`src/rtl/fetch_pkg.sv`:
```
// Shared fetch-stage constants and the IF/ID payload type.
// Used by fetch_pc_unit and ifid_reg.
package fetch_pkg;

   localparam int unsigned PC_W    = 32;
   localparam int unsigned INSTR_W = 16;

   localparam logic [PC_W-1:0]    RESET_VEC = PC_W'(32);
   localparam logic [PC_W-1:0]    ISR_VEC   = PC_W'(0);
   localparam logic [INSTR_W-1:0] NOP_INSTR = 16'h0000;

   typedef struct packed {
      logic [INSTR_W-1:0] instr;
      logic [PC_W-1:0]    pc;
      logic               valid;
   } ifid_t;

   // Word-addressed increment; wraps naturally at 2^PC_W.
   function automatic logic [PC_W-1:0] pc_inc(input logic [PC_W-1:0] pc);
      return pc + PC_W'(1);
   endfunction

endpackage

```
`src/rtl/ifid_reg.sv`:
```
// IF/ID pipeline register: flush loads a NOP bubble (keeping the PC),
// hold freezes the contents, otherwise the fetched payload is captured.
module ifid_reg
   import fetch_pkg::*;
#(
   parameter logic [INSTR_W-1:0] FLUSH_INSTR = NOP_INSTR
) (
   input  logic  clk,
   input  logic  rst,
   input  logic  hold,
   input  logic  flush,
   input  ifid_t d,
   output ifid_t q
);

   ifid_t q_r;

   always_ff @(posedge clk or posedge rst) begin
      if (rst) begin
         q_r <= '{instr: FLUSH_INSTR, pc: '0, valid: 1'b0};
      end else if (flush) begin
         q_r <= '{instr: FLUSH_INSTR, pc: d.pc, valid: 1'b0};
      end else if (!hold) begin
         q_r <= d;
      end
   end

   assign q = q_r;

endmodule

```
`src/rtl/fetch_pc_unit.sv`:
```
// Fetch-stage PC sequencer with IF/ID register, redirect, and optional
// interrupt entry / RTI return (enabled by defining PC_INT_EN).
module fetch_pc_unit #(
   parameter int unsigned                   PC_W      = fetch_pkg::PC_W,
   parameter int unsigned                   INSTR_W   = fetch_pkg::INSTR_W,
   parameter logic [fetch_pkg::PC_W-1:0]    RESET_VEC = fetch_pkg::RESET_VEC,
   parameter logic [fetch_pkg::PC_W-1:0]    ISR_VEC   = fetch_pkg::ISR_VEC,
   parameter logic [fetch_pkg::INSTR_W-1:0] NOP_INSTR = fetch_pkg::NOP_INSTR
) (
   input  logic               clk,
   input  logic               rst,
   output logic [PC_W-1:0]    pc_out,
   input  logic [INSTR_W-1:0] instr_in,
   input  logic               stall,
   input  logic               redirect_valid,
   input  logic [PC_W-1:0]    redirect_pc,
   input  logic               int_req,
   input  logic               rti_valid,
   output logic [INSTR_W-1:0] ifid_instr,
   output logic [PC_W-1:0]    ifid_pc,
   output logic               ifid_valid,
   output logic [PC_W-1:0]    epc,
   output logic               in_isr
);

   logic [PC_W-1:0] pc_q;
   logic [PC_W-1:0] pc_d;
   logic            flush_c;
   logic            take_rti_c;
   logic            take_int_c;

   fetch_pkg::ifid_t ifid_d;
   fetch_pkg::ifid_t ifid_q;

`ifdef PC_INT_EN
   logic            int_pend_q;
   logic            in_isr_q;
   logic [PC_W-1:0] epc_q;

   // RTI only honoured inside an ISR; interrupt loses to every other event.
   always_comb begin
      take_rti_c = rti_valid & in_isr_q;
      take_int_c = int_pend_q & ~in_isr_q & ~stall & ~redirect_valid & ~take_rti_c;
   end

   always_ff @(posedge clk or posedge rst) begin
      if (rst) begin
         int_pend_q <= 1'b0;
         in_isr_q   <= 1'b0;
         epc_q      <= '0;
      end else begin
         // Sticky request; a request arriving on the take edge re-arms it.
         int_pend_q <= (int_pend_q & ~take_int_c) | int_req;
         if (take_int_c) begin
            in_isr_q <= 1'b1;
            epc_q    <= pc_q;
         end else if (take_rti_c) begin
            in_isr_q <= 1'b0;
         end
      end
   end

   assign epc    = epc_q;
   assign in_isr = in_isr_q;
`else
   logic unused_int_c;

   assign take_rti_c   = 1'b0;
   assign take_int_c   = 1'b0;
   assign epc          = '0;
   assign in_isr       = 1'b0;
   assign unused_int_c = int_req ^ rti_valid;
`endif

   // Next-PC select in edge priority order.
   always_comb begin
      pc_d    = pc_q;
      flush_c = 1'b0;
      if (redirect_valid) begin
         pc_d    = redirect_pc;
         flush_c = 1'b1;
      end else if (take_rti_c) begin
         pc_d    = epc;
         flush_c = 1'b1;
      end else if (take_int_c) begin
         pc_d    = ISR_VEC;
         flush_c = 1'b1;
      end else if (!stall) begin
         pc_d    = fetch_pkg::pc_inc(pc_q);
      end
   end

   always_ff @(posedge clk or posedge rst) begin
      if (rst) begin
         pc_q <= RESET_VEC;
      end else begin
         pc_q <= pc_d;
      end
   end

   always_comb begin
      ifid_d       = '0;
      ifid_d.instr = instr_in;
      ifid_d.pc    = pc_q;
      ifid_d.valid = 1'b1;
   end

   ifid_reg #(
      .FLUSH_INSTR (NOP_INSTR)
   ) u_ifid_reg (
      .clk   (clk),
      .rst   (rst),
      .hold  (stall),
      .flush (flush_c),
      .d     (ifid_d),
      .q     (ifid_q)
   );

   assign pc_out     = pc_q;
   assign ifid_instr = ifid_q.instr;
   assign ifid_pc    = ifid_q.pc;
   assign ifid_valid = ifid_q.valid;

endmodule

```
`config.mk`:
```
export PLATFORM = sky130hd
export DESIGN_NAME = fetch_pc_unit
export DESIGN_NICKNAME = d
export VERILOG_FILES = /design/src/rtl/fetch_pkg.sv /design/src/rtl/ifid_reg.sv /design/src/rtl/fetch_pc_unit.sv
export SDC_FILE = /design/constraint.sdc
export NUM_CORES = 1
export LEC_CHECK = 0
export CAP_MARGIN = 20
export CORE_UTILIZATION = 48
export CTS_BUF_LIST = sky130_fd_sc_hd__clkbuf_8
export CTS_CLUSTER_SIZE = 40
export DETAILED_ROUTE_END_ITERATION = 16
export MAX_ROUTING_LAYER = met4
export PLACE_DENSITY = 0.87
export SLEW_MARGIN = 0
export SYNTH_ARGS = -nofsm -noshare
export SYNTH_HDL_FRONTEND = slang
export SYNTH_SLANG_ARGS = --single-unit
export TNS_END_PERCENT = 1
```
`constraint.sdc`:
```
create_clock -name clk -period 7.15 [get_ports clk]
set_input_delay 1.7875 -clock clk [delete_from_list [all_inputs] [get_ports clk]]
set_output_delay 1.7875 -clock clk [all_outputs]
set_load 0.03 [all_outputs]
```
[After elaboration in Yosys (flattened, before gate mapping)]
Cells that the tools add are included.
Widths: inputs -> output; s select.
Storage, ports and cells
  register bits: 81
  latch bits: 0
  memory bits (writable): 0
  ROM bits: 0
  bits of input ports: 54
  output and inout port bits: 114
  logic and storage cells: 12
  memories kept: 0
Cells by class
  $add $sub $neg: 1
  $mul: 0
  divide/modulo/power cells: 0
  $lt $le $gt $ge: 0
  equality and inequality tests: 2
  shifts and indexed selects: 0
  mux-type cells: 5
  bitwise logic cells: 0
  reduce and logical (&&, ||, !) cells: 0
Operator list (number)
  $mux 49: 2
  $mux 32: 2
  $add 32x1->32 const B: 1
  $ne 2x1->1 const B: 2
  $mux 1: 1

[Longest topological paths before layout]
Gate-level depths: netlist (run 1).
  depth after elaboration: 3
  depth in mapped cells: 7
  mapped depth without buffers: 5

[Modules after synthesis]
From an unflattened synthesis (run 1), not the netlist that was laid out.
Second synthesis, totals
  cell total of the unflattened synthesis: 370
  area, all modules: 4136.5 um^2
Modules (own cells, without submodules)
  fetch_pc_unit: times used 1, cells an instance 245, area each 2084.5 um^2, sequential area each 802.0 um^2
  ifid_reg: times used 1, cells an instance 125, area each 2052.0 um^2, sequential area each 1226.2 um^2

[Worst setup path after synthesis (run 1)]
No wires, ideal clock.
  path kind: input -> register
  start: in stall
  end: reg pc_q[31], in the netlist pc_out[31]
  setup time: 0.082 ns
  data arrival time: 3.281 ns
  required time: 7.068 ns
  setup slack: 3.787 ns
  cell stages on the path: 4
  buffers on the path: 0
  cell sequence: nand4b_1 or4_1 or4_1 a31oi_1
On the way
  cells in the longest elaborated chain, start to end: 1
RTL lines
  from (decl): line fetch_pc_unit.sv:14  | input logic stall,
  $ne 2x1->1 (no source line)
  to (signal assigned): line fetch_pc_unit.sv:97  | pc_q <= pc_d;
  to (decl): line fetch_pc_unit.sv:26  | logic [PC_W-1:0] pc_q;
Every way passes these cells.
A chain may end at the register's enable or synchronous reset.

[Final worst setup path (run 1)]
  start: in stall
  end: reg pc_q[29], in the netlist pc_out[29]
Same word-level chain as after synthesis.

==> qor.yml, run 1 <==
synthCells: 379
ff2ff_setup_slack_ns: 4.75
clock_latency_ns: 0.34
synth-xor-area-share_pct: 2.622
cp_top_family: "simple AND/OR/NAND/NOR gates"
ys_seq_area_share_pct: 50.59
hold_buffers: 0
die_area_um2: 8721
core_um2: 7888
synth_top_family_by_area: "simple AND/OR/NAND/NOR gates"
hold_viol: 0
relSlewSlack_pct: 35.45
nFillCells: 602
finalCriticalPeriod_ns: 3.925
crit_type: "in -> reg"
hold_end: "u_ifid_reg.q[27]"
setup_viol: 0
synth_seq_cells: 81
overflow: 0
finalPower_mw: 1.243
syn_area_per_cell_um2: 10.58
yosysWarnings: 0
r2r_end: "pc_out[23]"
grt_pass1_wl_mm: 14.92
clock_path_buffers: 2
htreeDepth: 3
tns_ns: 0
antenna_found_initial: 0
drc: 0
cts_root_buf: "clkbuf_8"
drtIter0Drc: 116
gp_congestion: 0.7607
whs_path_depth: 2
crit_top_cell: "or4_1"
met1_length_mm: 4.061
syn_to_final_growth_pct: 37.14
p_leak_nw: 2.269
crit_chain: "clkdlybuf4s50_1 -> buf_4 -> nand4b_1 -> or4_1 -> or4_1 -> a31oi_1"
ir_drop_v: 0.0001320
detailed_place_hpwl_mm: 6.613
drive_above_1_share_pct: 11.02
io_pins: 168
hold_path_class: "reg -> reg"
synthMuxAreaShare_pct: 12.39
port-buffer-count: 132
final-max-slew-violation-count: 0
p_per_area_nw_per_um2: 226.1
track_usage_pct: 22.89
clk_pin_slew_worst_paths_ns: 0.08
via_count: 3293
utilization_pct: 69.70
critical-path-max-stage-delay_ns: 0.68
start_util_pct: 50.82
clock_skew_ns: 0.006296
die_h_um: 93.39
worstSetupEndpointType: "flop"
viasPerCell: 5.398
die_w_um: 93.39
ys_types: 40
cp.required_ns: 7.42
rows: 32
cp.arrival_ns: 4.20
dp.cells: 594
wl_met3_um: 698
synth-simple-area-share_pct: 17.04
rsz0062_at_grt: "no"
ant_nets: 0
top_layer: "met4"
fmax_mhz: 254.8
crit_path_start_kind: "input port"
grt_pass1_vias: 3110
fin_ws_ns: 3.225
synth_compound_area_share_pct: 8.021
synthAdderAreaFrac_pct: 0.3121
cap_violations: 0
cts_made_buffers: 9
tightest_slew_ns: 0.9662
cp.buffers_inverters: 2
antenna_cells: 0
pre_cts_slack_ns: 2.852
status: "finished clean"
instances_no_fill: 610
first_pass_iters: 4
grt_max_degree: 82
cts_setup_buffers: 0
cts-resized-gates: 0
nets: 559
cpMaxStageDelayCell: "or4_1"
fin_crit_sh_pct: 54.89
wl_met2_mm: 4.691
wl_mm: 9.515
cp_max_fo: 24
rr_worst_depth: 4
cts.sinks: 81
cts_tree: "built"
wl_per_cell_um: 15.60
hp-start: "u_ifid_reg.q[27]"
rr_startpoint: "pc_out[5]"
path_depth: 6
syn_area_um2: 4009
==> metrics by stage <==
stage / instance area (um^2) / hold WS [ns]
finish: 5498 / 0.4846
global route: 5498 / 0.5244
CTS: 5478 / 0.4883
detailed placement: 5269 / 0.4710
global placement: 5269 / 0.4644
floorplan: 4129 / 0.6551
==> power breakdown <==
group | leakage [nW] | total (mW) | internal (mW) | switching (mW)
registers | 0.978 | 0.550 | 0.503 | 0.0469
clock network | 0.106 | 0.357 | 0.194 | 0.164
logic | 1.18 | 0.336 | 0.144 | 0.192
==> registers in the layout, indices dropped and copies added, names as in the netlist <==
signal        count
u_ifid_reg.q     49
pc_out           32
==> synthesized netlist by cell type <==
cell type / number / area, um^2
clkbuf_2: 1 / 5.000
nor2_1: 28 / 105.1
nand2_1: 32 / 120.1
a221o_1: 1 / 10.01
and4_2: 1 / 10.01
nand4_2: 1 / 12.51
dfrtp_1: 80 / 2002
nor4_1: 3 / 18.77
and4b_1: 1 / 10.01
nand4b_1: 2 / 17.52
a211o_1: 1 / 8.760
and3_1: 2 / 12.51
o31ai_1: 11 / 82.58
clkbuf_1: 18 / 67.56
xor2_1: 7 / 61.31
o21ai_0: 16 / 80.08
nand2b_1: 1 / 6.260
nand3_1: 16 / 80.08
dfstp_2: 1 / 26.28
o31a_1: 2 / 17.52
xnor2_1: 5 / 43.79
buf_1: 1 / 3.750
and4_1: 2 / 17.52
ha_1: 1 / 12.51
buf_4: 33 / 247.7
buf_6: 1 / 11.26
and3_2: 1 / 7.510
nor2b_1: 2 / 12.51
inv_1: 6 / 22.52
o311a_2: 1 / 11.26
a31oi_1: 11 / 68.82
a21oi_1: 1 / 5.000
o211ai_1: 5 / 37.54
conb_1: 1 / 3.750
nand4_1: 12 / 75.07
mux2i_1: 17 / 170.2
mux2_2: 29 / 326.6
nor3_1: 4 / 20.02
or4_1: 20 / 150.1
or3_2: 1 / 7.510
==> per-layer routing <==
layer / global-route usage [%] / vias to the layer above
met5: - / -
met4: 7.821 / 0
met3: 6.016 / 6
met2: 37.07 / 129
met1: 27.86 / 1595
li1: - / 1563
==> tightest hold or removal path: stages, from the launching register on <==
cell	delay, ns
dfrtp_1	0.35
nand2_1	0.04
o21ai_0	0.06
==> cells by family (layout without fill, tap and decap cells) <==
kind of cell    count (synthesis)  count (layout)
compound gates                 49              49
fa+ha+maj                       1               1
flops                          81              81
mux                            46              46
simple gates                  129             129
other cells                     1              33
buf+inv                        60             157
xor+xnor                       12              12
==> how the worst max path moves through the flow <==
stage / endpoint / slack, ns / startpoint
6_report: pc_out[29] / 3.23 / stall
5_1_grt: pc_out[29] / 3.13 / stall
4_1_cts: pc_out[29] / 3.26 / stall
3_5_place_dp: pc_out[23] / 2.85 / stall
3_3_place_gp: pc_out[23] / 2.93 / stall
2_1_floorplan: pc_out[0] / 3.28 / rst
==> cell type report <==
class / instances / area, um^2 / area share, %
Multi-Input combinational cell: 270 / 1750 / 31.84
Timing Repair Buffer: 136 / 1359 / 24.72
Inverter: 6 / 23.77 / 0.4324
Tap cell: 102 / 127.6 / 2.321
Sequential cell: 81 / 2028 / 36.89
Clock inverter: 6 / 85.08 / 1.548
Clock buffer: 9 / 123.9 / 2.253
==> cells in the final DEF (no fill, tap or decap), drive strengths merged, types with 2 or more instances in the layout <==
cell / count
xnor2: 5
nor2: 28
nand4b: 2
o31a: 2
nor2b: 2
clkdlybuf4s50: 131
nor4: 3
and4: 3
nand4: 13
conb: 33
xor2: 7
o31ai: 11
mux2i: 17
nand3: 16
inv: 6
mux2: 29
or4: 20
nor3: 4
o211ai: 5
and3: 3
clkinv: 3
nand2: 32
buf: 5
dfrtp: 80
bufinv: 2
a31oi: 11
o21ai: 16
clkbuf: 9
No activity file was read; power rests on OpenSTA's default activity.
==> run 2, diff against run 1 <==
--- a/config.mk
+++ b/config.mk
@@ -6,12 +6,12 @@
 export NUM_CORES = 1
 export LEC_CHECK = 0
 export CAP_MARGIN = 20
-export CORE_UTILIZATION = 48
+export CORE_UTILIZATION = 44
 export CTS_BUF_LIST = sky130_fd_sc_hd__clkbuf_8
 export CTS_CLUSTER_SIZE = 40
 export DETAILED_ROUTE_END_ITERATION = 16
 export MAX_ROUTING_LAYER = met4
-export PLACE_DENSITY = 0.87
+export PLACE_DENSITY = 0.8
 export SLEW_MARGIN = 0
 export SYNTH_ARGS = -nofsm -noshare
 export SYNTH_HDL_FRONTEND = slang
==> constraint.sdc (replaced) <==
create_clock -name clk -period 3.9 [get_ports clk]
set_input_delay 0.975 -clock clk [delete_from_list [all_inputs] [get_ports clk]]
set_output_delay 0.975 -clock clk [all_outputs]
set_load 0.03 [all_outputs]
==> qor.yml, run 2 (same netlist as run 1, synthesis figures left out) <==
power_frac_seq_pct: 43.8  # was 44.2%
grt_pass1_wl_mm: 16.58  # was 14.92 mm
tns_ns: 0  # unchanged
crit_top_cell: "or4_1"  # unchanged
port-buffer-count: 132  # unchanged
rows: 34  # was 32
hold_path_class: "reg -> reg"  # unchanged
rsz0062_at_grt: "no"  # unchanged
largest_reg_flops: 49  # unchanged
relSlewSlack_pct: 45.21  # was 35.45%
start_util_pct: 45.75  # was 50.82%
internal_power_mw: 1.561  # was 841.1 uW
antenna_cells: 0  # unchanged
die_h_um: 97.45  # was 93.39 um
track_usage_pct: 22.53  # was 22.89%
swShare_pct: 32.38  # was 32.35%
cp_max_fo: 7  # was 24
instances_no_fill: 617  # was 610
cts.sinks: 81  # unchanged
via_count: 3361  # was 3293
clock_latency_ns: 0.34  # about the same
cpMaxStageDelayCell: "or4_1"  # unchanged
hold_end: "u_ifid_reg.q[15]"  # was u_ifid_reg.q[27]
multi_input_area_um2: 1750  # unchanged
p_leak_nw: 2.277  # was 2.269 nW
clock_path_buffers: 2  # unchanged
cts_setup_buffers: 0  # unchanged
nets: 560  # was 559
hold_viol: 0  # unchanged
p_clk_share_pct: 29.4  # was 28.7%
final-max-slew-violation-count: 0  # unchanged
power_frac_comb_pct: 26.7  # was 27.0%
cts-resized-gates: 0  # unchanged
critical-path-max-stage-delay_ns: 0.69  # was 0.68 ns
clock_skew_ns: 0.008238  # was 0.006296 ns
rr_startpoint: "pc_out[5]"  # unchanged
ant_nets: 0  # unchanged
crit_path_start_kind: "input port"  # unchanged
fin_crit_sh_pct: 77.66
status: "finished clean"  # unchanged
cp.buffers_inverters: 1  # was 2
cap_violations: 0  # unchanged
grt_max_degree: 47  # was 82
wl_mm: 10.15  # was 9.515 mm
fmax_mhz: 330.2
io_pins: 168  # unchanged
ff2ff_setup_slack_ns: 1.46  # was 4.75 ns
regArea_um2: 2028  # unchanged
mostFrequentLayoutCells: "131 x clkdlybuf4s50_1, 80 x dfrtp_1, 33 x conb_1"  # unchanged
drive_above_1_share_pct: 11.20  # was 11.02%
cp.required_ns: 4.17  # was 7.42 ns
p_sw_uw: 747.5  # was 402.2 uW
final_common_cell: "clkdlybuf4s50_1"  # unchanged
drtIter0Drc: 168  # was 116
die_w_um: 97.45  # was 93.39 um
grt_pass1_vias: 3365  # was 3110
hold_buffers: 0  # unchanged
crit_chain: "clkdlybuf4s50_1 -> nand4b_1 -> or4_1 -> or4_1 -> a31oi_1"  # was clkdlybuf4s50_1 -> buf_4 -> nand4b_1 -> or4_1 -> or4_1 -> a31oi_1
r2r_end: "pc_out[23]"  # unchanged
syn_to_final_growth_pct: 37.45  # was 37.14%
crit_type: "in -> reg"  # unchanged
hp-start: "u_ifid_reg.q[15]"  # was u_ifid_reg.q[27]
htreeDepth: 3  # unchanged
first_pass_iters: 4  # unchanged
rr_worst_depth: 4  # unchanged
wl_per_cell_um: 16.45  # was 15.60 um
dp.cells: 602  # was 594
setup_viol: 0  # unchanged
overflow: 0  # unchanged
die_area_um2: 9497  # was 8721 um^2
whs_path_depth: 2  # unchanged
clk_pin_slew_worst_paths_ns: 0.08  # about the same
viasPerCell: 5.447  # was 5.398
antenna_found_initial: 0  # unchanged
worstSetupEndpointType: "flop"  # unchanged
nFillCells: 752  # was 602
finalCriticalPeriod_ns: 3.029
drc: 0  # unchanged
gp_congestion: 0.7822  # was 0.7607
core_um2: 8763  # was 7888 um^2
detailed_place_hpwl_mm: 7.220  # was 6.613 mm
cp.arrival_ns: 3.30  # was 4.20 ns
cts_made_buffers: 9  # unchanged
tightest_slew_ns: 0.8210  # was 0.9662 ns
p_per_area_nw_per_um2: 419.0  # was 226.1 nW/um^2
cp_top_family: "simple AND/OR/NAND/NOR gates"  # unchanged
cts_root_buf: "clkbuf_8"  # unchanged
cts_tree: "built"  # unchanged
ir_drop_v: 0.0001999  # was 0.0001320 V
run 2: power groups by stage:
stage               Clock (mW)  Sequential (mW)  Combinational (mW)
finish                   0.680             1.01               0.617
global route             0.731             1.03               0.653
CTS                      0.697             1.01               0.622
detailed placement           0             1.03               0.619
global placement             0             1.02               0.609
floorplan                    0             1.17               0.216
run 2: worst max-delay path by stage:
stage                     start         end  slack (ns)  depth (start not counted)
after floorplan             rst   pc_out[0]        0.85                          1
after global placement    stall  pc_out[31]        0.58                          5
after detailed placement  stall  pc_out[29]        0.51                          5
after CTS                 stall  pc_out[29]        0.88                          5
after global routing      stall  pc_out[31]        0.73                          5
final                     stall  pc_out[29]        0.87                          5
run 2: area by class of cell:
class,instances,share of cell area [%]
clock buffers,10,2.498
inverters,6,0.4314
flip-flops and latches,81,36.81
well taps,108,2.452
multi-input cells,270,31.77
clock inverters,5,1.476
repair buffers,137,24.57
run 2: per-layer routing:
| metal | wire, um | part of all wire [%] | vias to the layer above | global-route usage, % |
|---|---|---|---|---|
| li1 | - | - | 1553 | - |
| met1 | 4292 | 42 | 1633 | 28.37 |
| met2 | 4951 | 49 | 164 | 36.53 |
| met3 | 804 | 7.9 | 11 | 4.892 |
| met4 | 103 | 1.0 | 0 | 6.900 |
| met5 | 0 | 0 | - | - |
run 2: worst register-to-register path, delay by kind of cell (launching register included):
family	cells	cell delay (ns)
DFF	1	0.62
AOI/OAI and AO/OA	2	0.75
and+or+nand+nor	2	0.96
run 2: per-stage QoR:
stage	hold WS [ns]	utilization [%]	total power, mW	setup WS, ns	cell area [um^2]
global placement	0.4776	60.38	1.630	0.5811	5291
CTS	0.4953	62.88	2.329	0.8827	5510
floorplan	0.6551	-	1.390	0.8466	4129
global route	0.5199	62.88	2.410	0.7250	5510
detailed placement	0.4766	60.38	1.646	0.5118	5291
finish	0.4868	62.88	2.309	0.8712	5510
==> run 3, diff against run 2 <==
==> constraint.sdc (replaced) <==
create_clock -name clk -period 2.87 [get_ports clk]
set_input_delay 0.7175 -clock clk [delete_from_list [all_inputs] [get_ports clk]]
set_output_delay 0.7175 -clock clk [all_outputs]
set_load 0.03 [all_outputs]
==> qor.yml, run 3 (same netlist as run 1, synthesis figures left out) <==
fin_crit_sh_pct: 86.37
die_h_um: 97.45  # unchanged
drc: 0  # unchanged
via_count: 3337  # was 3361
place_area_um2: 5384  # was 5291 um^2
whs_path_depth: 2  # unchanged
critPathLaunch: "stall"  # unchanged
cp.arrival_ns: 2.75  # was 3.30 ns
tns_ns: 0  # unchanged
rr_startpoint: "pc_out[5]"  # unchanged
gp_congestion: 0.8071  # was 0.7822
first_pass_iters: 4  # unchanged
drive_above_1_share_pct: 12.93  # was 11.20%
ir_drop_v: 0.0003048  # was 0.0001999 V
start_util_pct: 45.75  # unchanged
nets: 569  # was 560
nFillCells: 719  # was 752
hold_buffers: 0  # unchanged
hold_path_class: "reg -> reg"  # unchanged
multi_input_area_um2: 1750  # unchanged
hold_viol: 0  # unchanged
htreeDepth: 3  # unchanged
final_common_cell: "clkdlybuf4s50_1"  # unchanged
clock_latency_ns: 0.34  # about the same
cp_max_fo: 6  # was 7
rr_worst_depth: 4  # unchanged
crit_path_start_kind: "input port"  # unchanged
crit_type: "in -> reg"  # unchanged
cts_tree: "built"  # unchanged
tightest_slew_ns: 0.6325  # was 0.8210 ns
regArea_um2: 2028  # unchanged
mostFrequentLayoutCells: "131 x clkdlybuf4s50_1, 80 x dfrtp_1, 33 x conb_1"  # unchanged
viasPerCell: 5.331  # was 5.447
fmax_mhz: 403.4
grt_max_degree: 36  # was 47
cp.required_ns: 3.14  # was 4.17 ns
fin_area_um2: 5625  # was 5510 um^2
die_area_um2: 9497  # unchanged
drtIter0Drc: 113  # was 168
cts.sinks: 81  # unchanged
track_usage_pct: 22.47  # was 22.53%
clock_path_buffers: 2  # unchanged
setup_viol: 0  # unchanged
rows: 34  # unchanged
cts-resized-gates: 0  # unchanged
clock_skew_ns: 0.007100  # was 0.008238 ns
rsz0062_at_grt: "no"  # unchanged
grt_pass1_vias: 3306  # was 3365
core_um2: 8763  # unchanged
p_leak_nw: 2.336  # was 2.277 nW
worstSetupEndpointType: "flop"  # unchanged
die_w_um: 97.45  # unchanged
cap_violations: 0  # unchanged
cts_root_buf: "clkbuf_8"  # unchanged
final-max-slew-violation-count: 0  # unchanged
relSlewSlack_pct: 57.45  # was 45.21%
finalPower_mw: 3.220  # was 2.309 mW
wl_per_cell_um: 15.90  # was 16.45 um
antenna_cells: 0  # unchanged
cts_setup_buffers: 0  # unchanged
status: "finished clean"  # unchanged
cts_made_buffers: 9  # unchanged
syn_to_final_growth_pct: 40.32  # was 37.45%
detailed_place_hpwl_mm: 7.192  # was 7.220 mm
wl_mm: 9.952  # was 10.15 mm
clk_pin_slew_worst_paths_ns: 0.08  # about the same
ff2ff_setup_slack_ns: 0.46  # was 1.46 ns
io_pins: 168  # unchanged
largest_reg_flops: 49  # unchanged
port-buffer-count: 132  # unchanged
grt_pass1_wl_mm: 16.61  # was 16.58 mm
ant_nets: 0  # unchanged
p_per_area_nw_per_um2: 572.4  # was 419.0 nW/um^2
antenna_found_initial: 0  # unchanged
overflow: 0  # unchanged
finalCriticalPeriod_ns: 2.479
hp-start: "u_ifid_reg.q[13]"  # was u_ifid_reg.q[15]
## run 3: cell count changes in the layout (fill, tap and decap cells not counted), sizes merged
| cell | delta |
|---|---|
| buf | +9 |
| bufinv | +1 |
| inv | -1 |
## run 3: worst max-delay path, cell delays in order
cell,delay [ns]
clkdlybuf4s50_1,0.46
nand4b_1,0.27
or4_1,0.63
or4_1,0.49
a31oi_1,0.17
## run 3: stage by stage
step	worst slack [ns]	utilization [%]	hold slack, ns	cells
6_report	0.3911	64.19	0.5037	626
4_1_cts	0.3913	64.19	0.5109	626
3_5_place_dp	0.02381	61.44	0.4915	611
5_1_grt	0.3082	64.19	0.5238	626
3_3_place_gp	0.06110	61.44	0.4755	611
2_1_floorplan	0.07407	-	0.6551	411
## run 3: power breakdown
group / total (mW) / internal, mW / switching (mW)
clock network: 0.995 / 0.597 / 0.398
logic: 0.855 / 0.370 / 0.485
registers: 1.37 / 1.25 / 0.116
## run 3: area by class of cell
type                       instances  area share (%)
sequential                        81           36.05
multi-input combinational        270           31.12
timing repair buffer             146           25.71
clock buffer                      10           2.447
tap                              108           2.402
clock inverter                     5           1.846
inverter                           6          0.4226
## run 3: final timing paths
check | end
setup / recovery | pc_out[31]
hold / removal | u_ifid_reg.q[13]
setup reg to reg | pc_out[23]
hold reg to reg | u_ifid_reg.q[13]
max in group asynchronous | u_ifid_reg.q[2]
min in group asynchronous | u_ifid_reg.q[40]
## run 3: layer usage
metal / vias to the layer above / wire [um] / track usage (%)
li1: 1576 / - / -
met1: 1616 / 4530 / 30.22
met2: 137 / 4708 / 34.86
met3: 8 / 653 / 5.180
met4: 0 / 60 / 4.977
met5: - / 0 / -
